<file path="config.mk">
export PLATFORM = sky130hd
export DESIGN_NAME = countdown_timer
export DESIGN_NICKNAME = d
export VERILOG_FILES = /design/src/rtl/countdown_timer.sv
export SDC_FILE = /design/constraint.sdc
export NUM_CORES = 1
export LEC_CHECK = 0
export BUFFER_PORTS_ARGS = -buffer_cell sky130_fd_sc_hd__buf_2
export CAP_MARGIN = 10
export CORE_MARGIN = 1
export CORE_UTILIZATION = 34
export DETAILED_ROUTE_END_ITERATION = 8
export GPL_ROUTABILITY_DRIVEN = 1
export SYNTH_ARGS = -nofsm -noshare
export SYNTH_HDL_FRONTEND = slang
export SYNTH_SLANG_ARGS = --single-unit
</file>
<file path="constraint.sdc">
create_clock -name clk -period 1.84 [get_ports clk]
set_input_delay 0.552 -clock clk [delete_from_list [all_inputs] [get_ports clk]]
set_output_delay 0.552 -clock clk [all_outputs]
set_load 0.05 [all_outputs]
</file>
<file path="src/rtl/countdown_timer.sv">
// countdown_timer: MM:SS BCD countdown with load/start/pause/clear commands.
// A prescaler divides clk by TICK_DIV to produce one-second decrements.
`default_nettype none

module countdown_timer #(
  parameter int TICK_DIV = 50_000_000
) (
  input  logic       clk,
  input  logic       rst,
  input  logic       clear,
  input  logic       load,
  input  logic [3:0] set_mindec,
  input  logic [3:0] set_min,
  input  logic [3:0] set_segdec,
  input  logic [3:0] set_seg,
  input  logic       start,
  input  logic       pause,
  output logic [3:0] mindec,
  output logic [3:0] min,
  output logic [3:0] segdec,
  output logic [3:0] seg,
  output logic       running,
  output logic       paused,
  output logic       done,
  output logic       expired,
  output logic       load_err
);

  localparam int PW = $clog2(TICK_DIV);
  localparam logic [PW-1:0] LAST = PW'(TICK_DIV - 1);
  localparam logic [PW-1:0] ONE  = PW'(1);

  typedef enum logic [1:0] {IDLE, RUN, PAUSED, DONE} state_t;

  state_t          state;
  state_t          nxt_state;
  logic [15:0]     tm;
  logic [PW-1:0]   cnt;
  logic [15:0]     dec;
  logic            load_act;
  logic            load_ok;
  logic            pause_act;
  logic            start_act;
  logic            wrap;
  logic            reach_zero;

  // One-second BCD decrement with borrow; only applied to a nonzero time.
  function automatic logic [15:0] bcd_dec(input logic [15:0] t);
    logic [3:0] md, m, sd, s;
    {md, m, sd, s} = t;
    if (s != 4'd0) begin
      s = s - 4'd1;
    end else begin
      s = 4'd9;
      if (sd != 4'd0) begin
        sd = sd - 4'd1;
      end else begin
        sd = 4'd5;
        if (m != 4'd0) begin
          m = m - 4'd1;
        end else begin
          m  = 4'd9;
          md = md - 4'd1;
        end
      end
    end
    return {md, m, sd, s};
  endfunction

  always_comb begin
    load_act   = load && !clear && (state != RUN);
    load_ok    = (set_mindec <= 4'd5) && (set_min <= 4'd9) &&
                 (set_segdec <= 4'd5) && (set_seg <= 4'd9);
    pause_act  = pause && !clear && (state == RUN);
    start_act  = start && !clear && !load_act && (tm != 16'd0) &&
                 ((state == IDLE) || (state == PAUSED));
    // A pause on the wrap cycle suppresses the decrement.
    wrap       = (state == RUN) && !clear && !pause_act && (cnt == LAST);
    dec        = bcd_dec(tm);
    reach_zero = wrap && (dec == 16'd0);

    nxt_state = state;
    if (clear) begin
      nxt_state = IDLE;
    end else if (load_act) begin
      if (load_ok) nxt_state = IDLE;
    end else if (pause_act) begin
      nxt_state = PAUSED;
    end else if (start_act) begin
      nxt_state = RUN;
    end else if (reach_zero) begin
      nxt_state = DONE;
    end
  end

  always_ff @(posedge clk or posedge rst) begin
    if (rst) begin
      state    <= IDLE;
      tm       <= 16'd0;
      cnt      <= '0;
      running  <= 1'b0;
      paused   <= 1'b0;
      done     <= 1'b0;
      expired  <= 1'b0;
      load_err <= 1'b0;
    end else begin
      state    <= nxt_state;
      running  <= (nxt_state == RUN);
      paused   <= (nxt_state == PAUSED);
      done     <= (nxt_state == DONE);
      expired  <= reach_zero;
      load_err <= load_act && !load_ok;

      if (clear) begin
        tm  <= 16'd0;
        cnt <= '0;
      end else if (load_act && load_ok) begin
        tm  <= {set_mindec, set_min, set_segdec, set_seg};
        cnt <= '0;
      end else if (start_act && (state == IDLE)) begin
        cnt <= '0;
      end else if (wrap) begin
        tm  <= dec;
        cnt <= '0;
      end else if ((state == RUN) && !pause_act) begin
        cnt <= cnt + ONE;
      end
    end
  end

  assign {mindec, min, segdec, seg} = tm;

endmodule

`default_nettype wire

</file>
==> results of run 1 <==
flip-flops by register name, indices dropped and copies added (netlist names):
name,count
expired,1
tm,16
done,1
running,1
cnt,26
state,2
load_err,1
paused,1
synthesized netlist by cell type (all sizes together):
library cell	instances	share of area, %
xnor2	14	4.3
and4b	1	0.35
nor3	7	1.2
a211oi	7	1.8
a21oi	4	0.70
or3	9	2.1
and4	4	1.2
o21ai	10	1.8
a2111o	2	0.79
o31ai	2	0.53
dfrtp	49	43
or4	7	2.0
inv	11	1.4
nor4bb	1	0.35
nor2b	3	0.66
and2	3	0.66
xor2	14	4.3
o211ai	2	0.53
nand3	9	1.6
nor2	51	7.0
nor4b	5	1.5
a31oi	1	0.22
and3	10	2.2
mux2i	2	0.70
a311oi	7	2.1
a22oi	1	0.26
o2111ai	2	0.61
a32o	1	0.35
o21a	1	0.26
nor3b	1	0.26
nand4b	1	0.53
buf	7	1.1
nand2	20	2.6
clkbuf	6	0.79
ha	3	1.3
nand2b	2	0.44
or2	2	0.44
a221o	1	0.35
nor4	12	3.4
nand4	16	4.0
o22ai	1	0.22
what timing repair did:
item	4_1_cts	5_1_grt
endpoints found under the setup margin	47	48
resized for setup	30	54
buffers inserted	6	9
gates cloned	2	1
pin swaps	29	30
kinds of logic (layout without fill, tap and decap cells):
kind of cell,after synthesis,count (layout),share of synthesized area [%]
XOR/XNOR,28,28,8.59
adder cells (fa/ha/maj),3,3,1.31
multiplexers,2,2,0.701
flip-flops,49,49,42.9
buffers and inverters,24,157,3.33
AND/OR/NAND/NOR,164,164,32.6
AO/OA/AOI/OAI,42,42,10.6
layout make-up:
cell class	count	share of cell area, %
timing repair buffer	138	22.6
multi-input combinational	239	43.9
clock buffer	5	1.51
tap	105	2.88
sequential	49	27.2
inverter	11	0.904
clock inverter	3	1.01
per-stage QoR:
step	cell area (um^2)	worst slack, ns	power (mW)
3_5_place_dp	3940	-0.346	1.34
5_1_grt	4570	-0.309	2.29
4_1_cts	4260	-0.239	2.17
6_report	4570	-0.264	2.20
3_3_place_gp	3940	-0.301	1.34
2_1_floorplan	3070	-0.195	1.23
power groups by stage:
stage | Sequential [mW] | Clock [mW] | Combinational, mW
3_5_place_dp | 1.11 | 0 | 0.227
5_1_grt | 1.09 | 0.873 | 0.321
4_1_cts | 1.09 | 0.815 | 0.263
6_report | 1.09 | 0.807 | 0.300
3_3_place_gp | 1.11 | 0 | 0.226
2_1_floorplan | 1.13 | 0 | 0.0987
routing by layer:
metal | vias up | track usage [%] | routed length, um
li1 | 1412 | - | -
met1 | 1393 | 27.6 | 3940
met2 | 69 | 30.1 | 4130
met3 | 10 | 2.44 | 302
met4 | 0 | 6.03 | 110
met5 | - | 0 | 0
how the worst max path moves through the flow:
stage | to | from | cells past startpoint
3_3_place_gp | tm[5] | clear | 6
4_1_cts | tm[11] | cnt[11] | 5
6_report | tm[11] | cnt[16] | 5
3_5_place_dp | running | clear | 6
5_1_grt | tm[5] | cnt[16] | 5
2_1_floorplan | tm[11] | tm[3] | 5
==> metrics.txt, run 1 <==
# TYPE chip_impl_metric gauge
chip_impl_metric{name="routabilityCongestion",unit=""} 0.813
chip_impl_metric{name="die_w",unit="um"} 93.6
chip_impl_metric{name="vias_in_the_first_global_route",unit=""} 2632
chip_impl_metric{name="mappedNetlistArea",unit="um^2"} 2860
chip_impl_metric{name="ys.warnings.count",unit=""} 0
chip_impl_metric{name="finalCritPeriodShare",unit="%"} 114
chip_impl_info{name="worst_setup_path_start_kind",value="flop"} 1
chip_impl_metric{name="vdd_ir_drop_max",unit="mV"} 0.329
chip_impl_metric{name="finalWorstSetupSlack",unit="ns"} -0.264
chip_impl_metric{name="numPortBuffers",unit=""} 42
chip_impl_metric{name="start_util",unit="%"} 34.9
chip_impl_metric{name="worstPathMaxFanout",unit=""} 3
chip_impl_metric{name="slew_headroom",unit="%"} 72.4
chip_impl_info{name="run_status",value="finished with violations"} 1
chip_impl_metric{name="layout.area.seq",unit="um^2"} 1240
chip_impl_metric{name="grt_antenna_before_repair",unit=""} 0
chip_impl_metric{name="clock_buffer_count_from_cts",unit=""} 5
chip_impl_metric{name="pin_count",unit=""} 43
chip_impl_metric{name="powerDensity",unit="nW/um^2"} 481
chip_impl_metric{name="worst_pin_slew",unit="ns"} 0.415
chip_impl_metric{name="dp_hpwl",unit="um"} 5770
chip_impl_metric{name="cts.sink_count",unit=""} 49
chip_impl_metric{name="vias_per_cell",unit=""} 5.24
chip_impl_metric{name="cts.hold.buffers_added",unit=""} 0
chip_impl_metric{name="r2r_worst_path_depth",unit=""} 5
chip_impl_metric{name="postRouteWirelength",unit="um"} 8480
chip_impl_metric{name="synth.yosys.seq_area_share",unit="%"} 42.9
chip_impl_metric{name="cp.arrival",unit="ns"} 2.33
chip_impl_metric{name="clk-insertion-delay-late",unit="ns"} 0.31
chip_impl_info{name="min_path_type",value="input pin to async pin"} 1
chip_impl_metric{name="timing.clock.skew",unit="ns"} 0.0111
chip_impl_metric{name="synth.ff_latch_count",unit=""} 49
chip_impl_metric{name="netlist-cell-type-count",unit=""} 51
chip_impl_metric{name="placementRows",unit=""} 33
chip_impl_metric{name="vias",unit=""} 2884
chip_impl_metric{name="drc",unit=""} 0
chip_impl_metric{name="cpPeakStageDelay",unit="ns"} 0.58
chip_impl_metric{name="clk_pin_slew",unit="ns"} 0.10
chip_impl_metric{name="share_seq_of_total_power",unit="%"} 49.6
chip_impl_metric{name="cp_bufs_invs",unit=""} 0
chip_impl_metric{name="final_hold_vio_count",unit=""} 0
chip_impl_metric{name="placed_cells",unit=""} 525
chip_impl_metric{name="report.final.slew_viol_count",unit=""} 0
chip_impl_metric{name="grt_pass1_wl",unit="um"} 13100
chip_impl_metric{name="mappedNetlistNets",unit=""} 337
chip_impl_metric{name="grt_util_all_layers",unit="%"} 19.3
chip_impl_metric{name="power.switching",unit="uW"} 575
chip_impl_metric{name="setup_violators_final",unit=""} 44
chip_impl_metric{name="detailedRoute.firstPassIterationCount",unit=""} 4
chip_impl_metric{name="pwr-share-comb",unit="%"} 13.7
chip_impl_metric{name="area_delta_synth_final",unit="%"} 59.9
chip_impl_info{name="tritoncts",value="yes"} 1
chip_impl_metric{name="max_cap_violations",unit=""} 0
chip_impl_metric{name="antenna_diode_count",unit=""} 0
chip_impl_metric{name="fin_crit",unit="ns"} 2.10
chip_impl_metric{name="drive_gt1_share",unit="%"} 53.7
chip_impl_metric{name="final_core_utilization",unit="%"} 55.9
chip_impl_info{name="cts_root_buf",value="sky130_fd_sc_hd__clkbuf_8"} 1
chip_impl_metric{name="cts.path.max_buffers",unit=""} 2
chip_impl_info{name="layout_commonest_cell",value="sky130_fd_sc_hd__buf_4"} 1
chip_impl_metric{name="maximum_number_of_pins_on_one_net_before_global_route_repair",unit=""} 38
chip_impl_info{name="crit_path_cell_trace",value="or4_4, nor2_4, nand4b_2, or4_1, a311oi_2"} 1
chip_impl_metric{name="ff2ff_setup_slack",unit="ns"} -0.26
chip_impl_metric{name="worstPathRequired",unit="ns"} 2.07
chip_impl_metric{name="syn-instance-count",unit=""} 312
chip_impl_info{name="violated_checks",value="negative setup slack"} 1
chip_impl_metric{name="total_leakage_power",unit="nW"} 2.03
chip_impl_info{name="crit_slowest_cell",value="sky130_fd_sc_hd__or4_4"} 1
chip_impl_metric{name="count_of_filler_cells_inserted_in_the_layout",unit=""} 705
chip_impl_metric{name="layout.nets",unit=""} 469
chip_impl_metric{name="hold_slack",unit="ns"} 0.176
chip_impl_metric{name="swShare",unit="%"} 26.2
chip_impl_metric{name="core_area",unit="um^2"} 8180
chip_impl_metric{name="fmaxAchievable",unit="MHz"} 475
chip_impl_metric{name="area_of_the_multi_input_gates",unit="um^2"} 2000
chip_impl_info{name="sort_of_element_at_the_end_of_the_critical_path",value="flop"} 1
chip_impl_metric{name="syn_area_per_cell",unit="um^2"} 9.15
chip_impl_metric{name="routedWlPerCell",unit="um"} 15.4
chip_impl_metric{name="cts_htree_levels",unit=""} 2
chip_impl_info{name="unrepaired_setup_endpoints_after_global_routing",value="yes"} 1
chip_impl_metric{name="clk_pwr_share",unit="%"} 36.7
chip_impl_metric{name="final_cell_count_no_fill",unit=""} 550
chip_impl_metric{name="fin_tns_setup",unit="ns"} -5.29
chip_impl_metric{name="grt_overflow_total",unit=""} 0
chip_impl_metric{name="cellInternalPower",unit="mW"} 1.62
chip_impl_info{name="criticalPathCategory",value="flop to flop"} 1
chip_impl_info{name="critPathTopFamily",value="simple AND/OR/NAND/NOR gates"} 1
chip_impl_info{name="critical_path.reg2reg.endpoint",value="tm[11]"} 1
chip_impl_metric{name="antenna_left",unit=""} 0
chip_impl_metric{name="detail_route.iter0.violations",unit=""} 109
chip_impl_info{name="critical_path.reg2reg.startpoint",value="cnt[16]"} 1
chip_impl_metric{name="floorplan.die.height",unit="um"} 93.6
chip_impl_metric{name="die_area",unit="um^2"} 8770
chip_impl_info{name="most-common-layout-cells",value="sky130_fd_sc_hd__buf_4, sky130_fd_sc_hd__buf_2, sky130_fd_sc_hd__dfrtp_1"} 1
Power figures use the tool's default switching activity.
==> inputs of run 2 (changes only) <==
Settings changed: CORE_UTILIZATION 34 to 50, GPL_ROUTABILITY_DRIVEN 1 to not set, PLACE_DENSITY set to 0.74.
==> run 2 against run 1 <==
Effect of this change:
- the flow still finishes with violations (negative setup slack)
- utilization rose by 24 points
- clock-buffer cell count rose by 3
- flip-flop and latch count did not move
- non-clock buffer count fell by 1
- worst hold slack improved by 0.027 ns
- sequential share of layout area rose by 1.1 points
- total power fell by 6.6%
- critical path depth rose by 3
- via count rose by 3.8%
- largest power group unchanged
- highest routed layer unchanged
==> metrics.txt, run 2 (synthesized netlist as in run 1, its figures left out) <==
# TYPE chip_impl_metric gauge
chip_impl_info{name="run_status",value="finished with violations"} 1
chip_impl_info{name="violated_checks",value="negative setup slack"} 1
chip_impl_info{name="critical_path.reg2reg.endpoint",value="cnt[20]"} 1
chip_impl_metric{name="final_core_utilization",unit="%"} 79.6
chip_impl_metric{name="numPortBuffers",unit=""} 42
chip_impl_info{name="critical_path.endpoint",value="cnt[20]"} 1
chip_impl_metric{name="cp.arrival",unit="ns"} 2.36
chip_impl_metric{name="clk-insertion-delay-late",unit="ns"} 0.31
chip_impl_info{name="crit_slowest_cell",value="sky130_fd_sc_hd__or4_4"} 1
chip_impl_metric{name="cpPeakStageDelay",unit="ns"} 0.58
chip_impl_metric{name="final_cell_count_no_fill",unit=""} 516
chip_impl_metric{name="vdd_ir_drop_max",unit="mV"} 0.385
chip_impl_metric{name="maximum_number_of_pins_on_one_net_before_global_route_repair",unit=""} 35
chip_impl_info{name="critical_path.reg2reg.startpoint",value="cnt[11]"} 1
chip_impl_metric{name="start_util",unit="%"} 51.9
chip_impl_info{name="most-common-layout-cells",value="sky130_fd_sc_hd__buf_4, sky130_fd_sc_hd__buf_2, sky130_fd_sc_hd__nor2_1, sky130_fd_sc_hd__dfrtp_1, sky130_fd_sc_hd__nand2_1"} 1
chip_impl_info{name="unrepaired_setup_endpoints_after_global_routing",value="yes"} 1
chip_impl_metric{name="antenna_diode_count",unit=""} 0
chip_impl_metric{name="fin_crit",unit="ns"} 2.17
chip_impl_metric{name="grt_overflow_total",unit=""} 0
chip_impl_metric{name="finalCritPeriodShare",unit="%"} 118
chip_impl_info{name="critPathTopFamily",value="simple AND/OR/NAND/NOR gates"} 1
chip_impl_metric{name="stages_on_the_worst_setup_path",unit=""} 8
chip_impl_info{name="layout_commonest_cell",value="sky130_fd_sc_hd__buf_4"} 1
chip_impl_metric{name="vias_per_cell",unit=""} 5.80
chip_impl_metric{name="drive_gt1_share",unit="%"} 50.5
chip_impl_metric{name="vias_in_the_first_global_route",unit=""} 2883
chip_impl_metric{name="area_delta_synth_final",unit="%"} 53.5
chip_impl_metric{name="vias",unit=""} 2994
chip_impl_metric{name="routedWlPerCell",unit="um"} 17.2
chip_impl_metric{name="core_area",unit="um^2"} 5510
chip_impl_metric{name="placed_cells",unit=""} 497
chip_impl_metric{name="detail_route.iter0.violations",unit=""} 187
chip_impl_metric{name="largest_register_ffs",unit=""} 26
chip_impl_metric{name="power",unit="mW"} 2.05
chip_impl_metric{name="worstPathRequired",unit="ns"} 2.04
chip_impl_metric{name="die_w",unit="um"} 77.6
chip_impl_metric{name="clock_buffer_count_from_cts",unit=""} 5
chip_impl_metric{name="ff2ff_setup_slack",unit="ns"} -0.33
chip_impl_info{name="tritoncts",value="yes"} 1
chip_impl_info{name="most_flops_register",value="cnt"} 1
chip_impl_info{name="min_path_type",value="input pin to async pin"} 1
chip_impl_metric{name="fmaxAchievable",unit="MHz"} 462
chip_impl_info{name="worst_setup_path_start_kind",value="flop"} 1
chip_impl_metric{name="dp_hpwl",unit="um"} 5750
chip_impl_metric{name="placementRows",unit=""} 27
chip_impl_metric{name="die_area",unit="um^2"} 6020
chip_impl_info{name="cts_root_buf",value="sky130_fd_sc_hd__clkbuf_8"} 1
chip_impl_info{name="criticalPathCategory",value="flop to flop"} 1
chip_impl_info{name="sort_of_element_at_the_end_of_the_critical_path",value="flop"} 1
chip_impl_metric{name="cp_bufs_invs",unit=""} 3
chip_impl_metric{name="grt_pass1_wl",unit="um"} 14200
chip_impl_metric{name="area_of_the_multi_input_gates",unit="um^2"} 1910
chip_impl_metric{name="layout.nets",unit=""} 468
chip_impl_info{name="crit_path_cell_trace",value="or4_4, buf_6, nor3_2, nand4_1, buf_4, o2111ai_4, clkbuf_16, nor2_1"} 1
chip_impl_info{name="layout_top_registers",value="cnt: 26 flops, tm: 16 flops, state: 2 flops"} 1
chip_impl_metric{name="routabilityCongestion",unit=""} 0.833
chip_impl_metric{name="cts.sink_count",unit=""} 49
chip_impl_metric{name="worstPathMaxFanout",unit=""} 7
chip_impl_metric{name="timing.clock.skew",unit="ns"} 0.0103
chip_impl_metric{name="detailedRoute.firstPassIterationCount",unit=""} 7
chip_impl_metric{name="drc",unit=""} 0
chip_impl_metric{name="cts_htree_levels",unit=""} 2
chip_impl_metric{name="slew_headroom",unit="%"} 62.1
chip_impl_metric{name="finalWorstSetupSlack",unit="ns"} -0.326
chip_impl_metric{name="clk_pin_slew",unit="ns"} 0.10
chip_impl_metric{name="total_leakage_power",unit="nW"} 2.05
chip_impl_metric{name="report.final.slew_viol_count",unit=""} 0
chip_impl_metric{name="r2r_worst_path_depth",unit=""} 8
chip_impl_metric{name="antenna_left",unit=""} 0
chip_impl_metric{name="layout.area.seq",unit="um^2"} 1240
chip_impl_info{name="startpoint",value="cnt[11]"} 1
chip_impl_metric{name="powerDensity",unit="nW/um^2"} 468
chip_impl_metric{name="floorplan.die.height",unit="um"} 77.6
chip_impl_metric{name="postRouteWirelength",unit="um"} 8890
chip_impl_metric{name="setup_violators_final",unit=""} 47
chip_impl_metric{name="worst_pin_slew",unit="ns"} 0.560
chip_impl_metric{name="grt_antenna_before_repair",unit=""} 0
chip_impl_metric{name="final_hold_vio_count",unit=""} 0
chip_impl_metric{name="count_of_filler_cells_inserted_in_the_layout",unit=""} 325
chip_impl_metric{name="max_cap_violations",unit=""} 0
chip_impl_metric{name="grt_util_all_layers",unit="%"} 30.2
chip_impl_metric{name="pin_count",unit=""} 43
chip_impl_metric{name="cts.path.max_buffers",unit=""} 2
## run 2: worst min-delay path by stage
stage / start / endpoint / slack [ns] / depth (start not counted)
after floorplan: cnt[20] / cnt[20] / 0.50 / 2
after global placement: cnt[20] / cnt[20] / 0.52 / 2
after detailed placement: cnt[20] / cnt[20] / 0.54 / 2
after CTS: rst / load_err / 0.21 / 2
after global routing: rst / load_err / 0.23 / 2
final: rst / load_err / 0.20 / 2
## run 2: per-stage QoR
stage	setup TNS [ns]	cell area [um^2]	setup WS (ns)	hold slack [ns]
floorplan	-1.13	3070	-0.195	0.505
global placement	-9.48	3920	-0.333	0.524
detailed placement	-10.78	3920	-0.408	0.537
CTS	-7.94	4170	-0.291	0.213
global route	-15.71	4380	-0.404	0.235
finish	-12.23	4380	-0.326	0.204
## run 2: repair_timing
| item | in CTS | in global routing |
|---|---|---|
| gates cloned | 2 | 1 |
| setup buffers | 3 | 6 |
| gates resized for setup | 24 | 34 |
| endpoints found under the setup margin | 47 | 48 |
| pin swaps | 21 | 13 |
| hold buffers | 0 | 0 |
## run 2: layer usage
metal | global-route usage, % | up-vias | part of all wire [%]
li1 | - | 1402 | -
met3 | 4.82 | 14 | 6.5
met1 | 43.2 | 1449 | 45
met2 | 48.1 | 129 | 47
met4 | 6.79 | 0 | 1.5
met5 | 0 | - | 0
## run 2: cell type report
type                       count  area share (%)
multi-input combinational    239            43.5
sequential                    49            28.4
timing repair buffer         137            23.1
clock buffer                   8            2.06
tap                           72            2.06
inverter                      11           0.942
## run 2: where the power goes
| part | total (mW) | switching (mW) | internal [mW] |
|---|---|---|---|
| Combinational | 0.284 | 0.159 | 0.125 |
| Sequential | 1.09 | 0.00623 | 1.08 |
| Clock | 0.678 | 0.370 | 0.308 |
